===== config.mk =====
export PLATFORM = sky130hd
export DESIGN_NAME = sbox_share_arb
export DESIGN_NICKNAME = d
export VERILOG_FILES = /design/src/rtl/sbox_share_arb.sv
export SDC_FILE = /design/constraint.sdc
export NUM_CORES = 2
export LEC_CHECK = 0
export BUFFER_PORTS_ARGS = -buffer_cell sky130_fd_sc_hd__buf_2
export CORE_MARGIN = 1.5
export CORE_UTILIZATION = 60
export CTS_CLUSTER_SIZE = 16
export DETAILED_ROUTE_END_ITERATION = 8
export PLACE_DENSITY = 0.8
export SYNTH_ARGS = -nofsm -noshare
export SYNTH_HDL_FRONTEND = slang
export SYNTH_SLANG_ARGS = --single-unit

===== constraint.sdc =====
create_clock -name CLK -period 19.34 [get_ports CLK]
set_input_delay 1.934 -clock CLK [delete_from_list [all_inputs] [get_ports CLK]]
set_output_delay 1.934 -clock CLK [all_outputs]
set_load 0.005 [all_outputs]

===== src/rtl/sbox_share_arb.sv =====
// Shared AES S-box lane bank arbitrated round-robin between round datapath (D) and key schedule (K).
// Latency 1 (2 when SBOX_PIPE_REG_EN is defined), one word per cycle; EN=0 freezes every stage.
// Input side valid/ready (loser waits at most one cycle); output has no back-pressure.
module sbox_share_arb #(
    parameter int LANES = 4
) (
    input  logic               CLK,
    input  logic               RSTn,
    input  logic               EN,
    input  logic               d_vld,
    input  logic               d_dec,
    input  logic [8*LANES-1:0] d_din,
    output logic               d_rdy,
    input  logic               k_vld,
    input  logic [8*LANES-1:0] k_din,
    output logic               k_rdy,
    output logic [8*LANES-1:0] dout,
    output logic               dout_vld,
    output logic               dout_id,
    output logic               busy
);

    localparam int W = 8 * LANES;

    function automatic logic [7:0] gf_mul(input logic [7:0] a, input logic [7:0] b);
        logic [7:0] p;
        logic [7:0] x;
        p = 8'h00;
        x = a;
        for (int i = 0; i < 8; i++) begin
            if (b[i]) p = p ^ x;
            x = {x[6:0], 1'b0} ^ (x[7] ? 8'h1B : 8'h00);
        end
        return p;
    endfunction

    // Multiplicative inverse as x^254 (maps 0 to 0 without a special case).
    function automatic logic [7:0] gf_inv(input logic [7:0] x);
        logic [7:0] x2, x3, x6, x12, x15, x30, x60, x120, x240, x252;
        x2   = gf_mul(x, x);
        x3   = gf_mul(x2, x);
        x6   = gf_mul(x3, x3);
        x12  = gf_mul(x6, x6);
        x15  = gf_mul(x12, x3);
        x30  = gf_mul(x15, x15);
        x60  = gf_mul(x30, x30);
        x120 = gf_mul(x60, x60);
        x240 = gf_mul(x120, x120);
        x252 = gf_mul(x240, x12);
        return gf_mul(x252, x2);
    endfunction

    function automatic logic [7:0] fwd_aff(input logic [7:0] x);
        return x ^ {x[6:0], x[7]} ^ {x[5:0], x[7:6]} ^ {x[4:0], x[7:5]} ^ {x[3:0], x[7:4]} ^ 8'h63;
    endfunction

    function automatic logic [7:0] inv_aff(input logic [7:0] x);
        return {x[6:0], x[7]} ^ {x[4:0], x[7:5]} ^ {x[1:0], x[7:2]} ^ 8'h05;
    endfunction

    // Lane-wise transforms; bytes never interact.
    function automatic logic [W-1:0] pre_word(input logic [W-1:0] w, input logic dec);
        logic [W-1:0] r;
        r = w;
        for (int l = 0; l < LANES; l++) begin
            if (dec) r[8*l +: 8] = inv_aff(w[8*l +: 8]);
        end
        return r;
    endfunction

    function automatic logic [W-1:0] inv_word(input logic [W-1:0] w);
        logic [W-1:0] r;
        r = '0;
        for (int l = 0; l < LANES; l++) begin
            r[8*l +: 8] = gf_inv(w[8*l +: 8]);
        end
        return r;
    endfunction

    function automatic logic [W-1:0] post_word(input logic [W-1:0] w, input logic dec);
        logic [W-1:0] r;
        r = w;
        for (int l = 0; l < LANES; l++) begin
            if (!dec) r[8*l +: 8] = fwd_aff(w[8*l +: 8]);
        end
        return r;
    endfunction

    // last_gnt: 1 = K won last, so D wins the next tie.
    logic           last_gnt;
    logic           gnt_d;
    logic           gnt_k;
    logic           acc;
    logic [W-1:0]   sel_word;
    logic           sel_dec;
    logic           sel_id;
    logic [W-1:0]   inv_out;

    assign gnt_d    = d_vld & (~k_vld | last_gnt);
    assign gnt_k    = k_vld & (~d_vld | ~last_gnt);
    assign d_rdy    = EN & gnt_d;
    assign k_rdy    = EN & gnt_k;
    assign acc      = d_rdy | k_rdy;
    assign sel_word = d_rdy ? d_din : k_din;
    assign sel_dec  = d_rdy & d_dec;
    assign sel_id   = k_rdy;
    assign inv_out  = inv_word(pre_word(sel_word, sel_dec));

    always_ff @(posedge CLK or negedge RSTn) begin
        if (!RSTn) begin
            last_gnt <= 1'b1;
        end else if (acc) begin
            last_gnt <= k_rdy;
        end
    end

`ifdef SBOX_PIPE_REG_EN
    logic           s1_vld;
    logic [W-1:0]   s1_inv;
    logic           s1_id;
    logic           s1_dec;

    always_ff @(posedge CLK or negedge RSTn) begin
        if (!RSTn) begin
            s1_vld   <= 1'b0;
            s1_inv   <= '0;
            s1_id    <= 1'b0;
            s1_dec   <= 1'b0;
            dout_vld <= 1'b0;
            dout     <= '0;
            dout_id  <= 1'b0;
        end else if (EN) begin
            s1_vld   <= acc;
            dout_vld <= s1_vld;
            if (acc) begin
                s1_inv <= inv_out;
                s1_id  <= sel_id;
                s1_dec <= sel_dec;
            end
            if (s1_vld) begin
                dout    <= post_word(s1_inv, s1_dec);
                dout_id <= s1_id;
            end
        end
    end

    assign busy = s1_vld | dout_vld;
`else
    always_ff @(posedge CLK or negedge RSTn) begin
        if (!RSTn) begin
            dout_vld <= 1'b0;
            dout     <= '0;
            dout_id  <= 1'b0;
        end else if (EN) begin
            dout_vld <= acc;
            if (acc) begin
                dout    <= post_word(inv_out, sel_dec);
                dout_id <= sel_id;
            end
        end
    end

    assign busy = dout_vld;
`endif

endmodule


* Yosys cells after proc, flatten, opt, wreduce, memory -nomap -nowiden
Cells that the tools add are included.
** Storage, ports and cells
- Bits in registers :: 35
- Word-level logic and storage cells :: 1333
- Output and inout port bits :: 37
- Bits of input ports :: 70
** Cells by class
- Multiplexer cells :: 669
- Bitwise operators :: 659
- Reduce and logical (&&, ||, !) cells :: 1
** Operator list (count)
- $mux 8 :: 360
- $xor 8x8->8 :: 332
- $xor 8x5->8 :: 308
- $mux 5 :: 308
- $mux 32 :: 1
- $not 4->4 :: 4
- $not 2->2 :: 4
- $and 1x1->1 :: 5
- $not 1->1 :: 3
- $or 1x1->1 :: 3
- $reduce_and 2->1 :: 1

* Depth between registers and ports, before layout
- Word-level depth :: 191
- Depth in mapped cells :: 93
- Depth with buffers taken out :: 79

* Worst setup path before layout
Ideal clock, no wire load.
- Kind :: input -> register
- Start :: in d_dec
- End :: reg dout[21]
- Data required time :: 19217 ps
- Setup time :: 123 ps
- Buffers on the path :: 20
- Cell stages on the path :: 89
- Data arrival time :: 22206 ps
- Setup slack :: -2990 ps
- Cell sequence :: buf_6 > buf_8 > buf_6 > buf_8 > buf_8 > mux2i_1 > o21a_1 > inv_1 > clkbuf_1 > clkbuf_1 > ha_1 > clkbuf_1 > o211a_1 > a311o_1 > or2_1 > buf_2 > xnor2_1 > mux2i_1 > (+53 left out) > xnor2_1 > xor3_2 > xor2_2 > nor2_1 > xnor3_1 > xnor3_1 > buf_2 > xor3_1 > xnor2_4 > xnor3_1 > nor2_1 > xnor2_1 > xor2_1 > xnor3_1 > xnor2_1 > nor2_1 > xnor2_1 > o21ai_1
** On the way
- Word-level cells in the longest chain between the ends :: 177
- Elaborated cells between the ends (all ways) :: 327
- Those cells by class :: mux: 167; bitwise: 160
** RTL lines
- start: declaration :: line 11 : input logic d_dec,
- $and 1x1->1 * :: line 105 : assign sel_dec = d_rdy & d_dec;
- $mux 8 :: line 66 : if (dec) r[8*l +: 8] = inv_aff(w[8*l +: 8]);
- $mux 5 (tied with other cells) :: line 32 : x = {x[6:0], 1'b0} ^ (x[7] ? 8'h1B : 8'h00);
- $xor 8x5->8 or $xor 8x8->8 (tied branches) :: line 32, 31
- $xor 8x8->8 or $mux 8 (tied branches) :: line 31 : if (b[i]) p = p ^ x;
- $mux 8 or $xor 8x8->8 (tied branches) :: line 31
- $xor 8x8->8 or $mux 8 (tied branches) :: line 31
- $mux 8 or $xor 8x8->8 (tied branches) :: line 31
- (+158 left out)
- $mux 8 :: line 31
- $xor 8x8->8 :: line 31
- $mux 8 :: line 31
- $xor 8x8->8 :: line 31
- $mux 8 :: line 31
- $xor 8x8->8 (4 in series) :: line 54 : return x ^ {x[6:0], x[7]} ^ {x[5:0], x[7:6]} ^ {x[4:0], x[7:5]} ^ {x[3:0], x[7:4]} ^ 8'h63;
- $not 4->4 (no line)
- $mux 8 * :: line 84 : if (!dec) r[8*l +: 8] = fwd_aff(w[8*l +: 8]);
- end signal: assignment :: line 157 : dout <= post_word(inv_out, sel_dec);
- end: declaration :: line 17 : output logic [8*LANES-1:0] dout,
Mark *: on every way between the ends. The rest lies on a longest branch, timed or not.
A chain may end at the register's enable or synchronous reset.

* Final worst setup path
- Start :: in d_dec
- End :: reg dout[1]
** On the way
- Word-level cells in the longest chain between the ends :: 177
- Elaborated cells between the ends (all ways) :: 327
- Those cells by class :: mux: 167; bitwise: 160
** RTL lines (line)
- $and 1x1->1 * :: 105
- $mux 8 :: 66
- $mux 5 (tied with other cells) :: 32
- $xor 8x5->8 or $xor 8x8->8 (tied branches) :: 32, 31
- $xor 8x8->8 or $mux 8 (tied branches) :: 31
- $mux 8 or $xor 8x8->8 (tied branches) :: 31
- $xor 8x8->8 or $mux 8 (tied branches) :: 31
- $mux 8 or $xor 8x8->8 (tied branches) :: 31
- (+158 left out)
- $mux 8 :: 31
- $xor 8x8->8 :: 31
- $mux 8 :: 31
- $xor 8x8->8 :: 31
- $mux 8 :: 31
- $xor 8x8->8 (4 in series) :: 54
- $not 4->4 (no line)
- $mux 8 * :: 84
Marks and branches as above.

==> results.py <==
metrics = {
    "run_status": {
        "status": "finished clean",
    },
    "logic_synthesis": {
        "syn-instance-count": 6489,
        "postSynth.asyncResetShare_pct": 100.0,
        "avgSynthCellArea_um2": 7.825,
        "synth_nets": 6587,
        "ys_seq_elements": 35,
        "syn_area_mm2": 0.05078,
        "yosys.area.top_type": "xnor2_1",
        "synth.top_cells.by_count": "xnor2_1 (1163), nor2_1 (768), nand2_1 (623), xor2_1 (347), xnor3_1 (326)",
        "synth_area_leaders": "xnor2_1 (20%), xnor3_1 (14%), xor2_1 (6.0%)",
        "synth_edf_count": 0,
        "synth_ff_type": "dfrtp_1",
        "post_synth_num_cell_types": 143,
        "ys.warnings.count": 0,
        "synth_top_area_share_pct": 20.06,
        "synth-seq-area-share_pct": 1.727,
        "yosysMostFrequentCell": "xnor2_1",
    },
    "route": {
        "dr.pass1.iters": 8,
        "drtIter0Drc": 5216,
        "wl_per_cell_um": 19.87,
        "ant_nets": 0,
        "wl_um": 163900,
        "drc": 0,
        "via_count": 52190,
        "viasPerCell": 6.326,
    },
    "layout": {
        "fillerInstances": 6058,
        "drive_gt1_share_pct": 26.57,
        "syn_to_final_growth_pct": 22.01,
        "multi_input_area_mm2": 0.05097,
        "fin_nets": 7202,
        "regArea_um2": 877.1,
        "final_cell_area_mm2": 0.06195,
    },
    "die": {
        "start_util_pct": 60.67,
        "fp.dieW_um": 293.9,
        "num_rows": 106,
        "num_io_pins": 107,
        "core_area_mm2": 0.08369,
        "fp.dieH_um": 293.9,
        "die_area_mm2": 0.08638,
    },
    "grt": {
        "grt_pass1_wl_um": 248700,
        "grt_max_degree": 65,
        "grt_pass1_vias": 47880,
        "track_usage_pct": 34.53,
        "grt_overflow": 0,
        "antenna_found_initial": 23,
    },
    "sta": {
        "max_slew_margin_pct": 21.95,
        "period_minus_slack_ps": 19120,
        "slew_violations": 0,
        "hold_violations": 0,
        "fin_skew_ps": 6.397,
        "period_share_pct": 98.85,
        "tightest_slew_ps": 1162,
        "rsz0062_at_grt": "true",
        "setup_violations": 0,
        "fmax_ghz": 0.05231,
        "holdWs_ps": 478.4,
    },
    "cts": {
        "numCtsBuffers": 5,
        "cts-hold-fix-buffers": 0,
        "clock-sinks": 35,
        "cts_max_level": 2,
        "cts_max_path_buffers": 2,
        "path_clk_slew_ps": 70,
        "clock_latency_ps": 310,
        "cts_tree": "yes",
        "cts_root_buf": "clkbuf_16",
    },
    "worst_hold_path": {
        "hp-class": "reg2reg",
    },
    "critical_path": {
        "setup.worst_path.end_class": "flop",
        "crit_top_cell": "xnor2_2",
        "criticalPathCategory": "in2reg",
        "slowest_stage": "xnor3_4",
        "start_kind": "primary input",
        "cp.required_ps": 19510,
        "critPathMaxFanout": 20,
        "r2r_slack_ps": 1360,
        "cp.arrival_ps": 19290,
        "max_stage_delay_ps": 600,
    },
    "run": {
        "maxCapViolations": 0,
    },
    "placed_design": {
        "placed_cell_area_mm2": 0.05765,
        "globalplace.congestion": 1.021,
        "port-buffer-count": 106,
        "hpwlAfterDp_um": 120000,
    },
}
[flip-flops by register name, summed over array words and instances, names as in the netlist]
register / flops
last_gnt: 1
busy: 1
dout: 32
dout_id: 1
[area by class of cell]
cell class,instances,area share [%]
diodes,10,0.04039
clock buffers,5,0.2020
clock inverters,3,0.03231
inverters,115,0.7271
multi-input cells,5885,82.27
flip-flops and latches,35,1.416
well taps,1134,2.290
repair buffers,1062,13.02
[cell families after synthesis]
logic type | after synthesis | share of synthesized area (%)
AO/OA/AOI/OAI | 1310 | 17.90
multiplexers | 261 | 5.382
flip-flops | 35 | 1.727
AND/OR/NAND/NOR | 2243 | 20.27
adder cells (fa/ha/maj) | 28 | 0.6900
XOR/XNOR | 2041 | 48.76
buffers and inverters | 571 | 5.268
[layout by cell type, fill, tap and decap left out, types with 55 or more instances in the layout]
cell and instances:
xnor2_1 991, buf_4 907, nor2_1 754, nand2_1 614
xor2_1 296, a21oi_1 272, xnor3_1 261, o21ai_0 222
xnor2_2 208, nor3_1 190, nand3_1 186, mux2i_1 185
buf_2 107, xnor3_2 92, inv_1 80, o21ai_1 59
o211ai_1 58, xor2_2 55
[metal layers]
| metal | up-vias | part of all wire [%] | track usage [%] |
|---|---|---|---|
| met4 | 24 | 4.5 | 13.50 |
| met3 | 593 | 8.8 | 4.275 |
| met1 | 24750 | 39 | 44.63 |
| li1 | 24000 | - | - |
| met2 | 2823 | 48 | 58.46 |
| met5 | - | 0.093 | 0 |
[metrics by stage]
step / worst slack [ps] / util [%] / setup TNS [ps] / std cells
2_1_floorplan: -717.0 / - / -7529 / 6489
3_3_place_gp: -125.2 / 68.89 / -498.1 / 8012
3_5_place_dp: -439.7 / 68.89 / -7211 / 8012
4_1_cts: 6.398 / 69.16 / 0 / 8021
5_1_grt: -628.3 / 74.02 / -8177 / 8247
6_report: 222.3 / 74.03 / 0 / 8249
[worst paths after layout]
kind | to | start | cells after the start
hold / removal | dout_id | dout_id | 1
setup / recovery | dout[1] | d_dec | 76
hold reg to reg | dout_id | dout_id | 1
min in group asynchronous | dout[1] | RSTn | 1
setup reg to reg | dout[1] | last_gnt | 75
max in group asynchronous | busy | RSTn | 1
[worst max-delay path, delay by kind of cell]
kind / cells / cell delay, ps
mux: 3 / 650
fa+ha+maj: 5 / 1540
xor+xnor: 33 / 8650
simple gates: 7 / 1140
compound gates: 16 / 3360
buf+inv: 12 / 1980
[repair_timing]
action                                  CTS  global route
pin swaps                                 2           205
endpoints found under the setup margin   14            32
buffers inserted                          1           213
cloned                                    0             5
resized for setup                        10           407
Power is not shown: default switching activity piles up to over one toggle a cycle in this logic, so the estimate is an artifact.
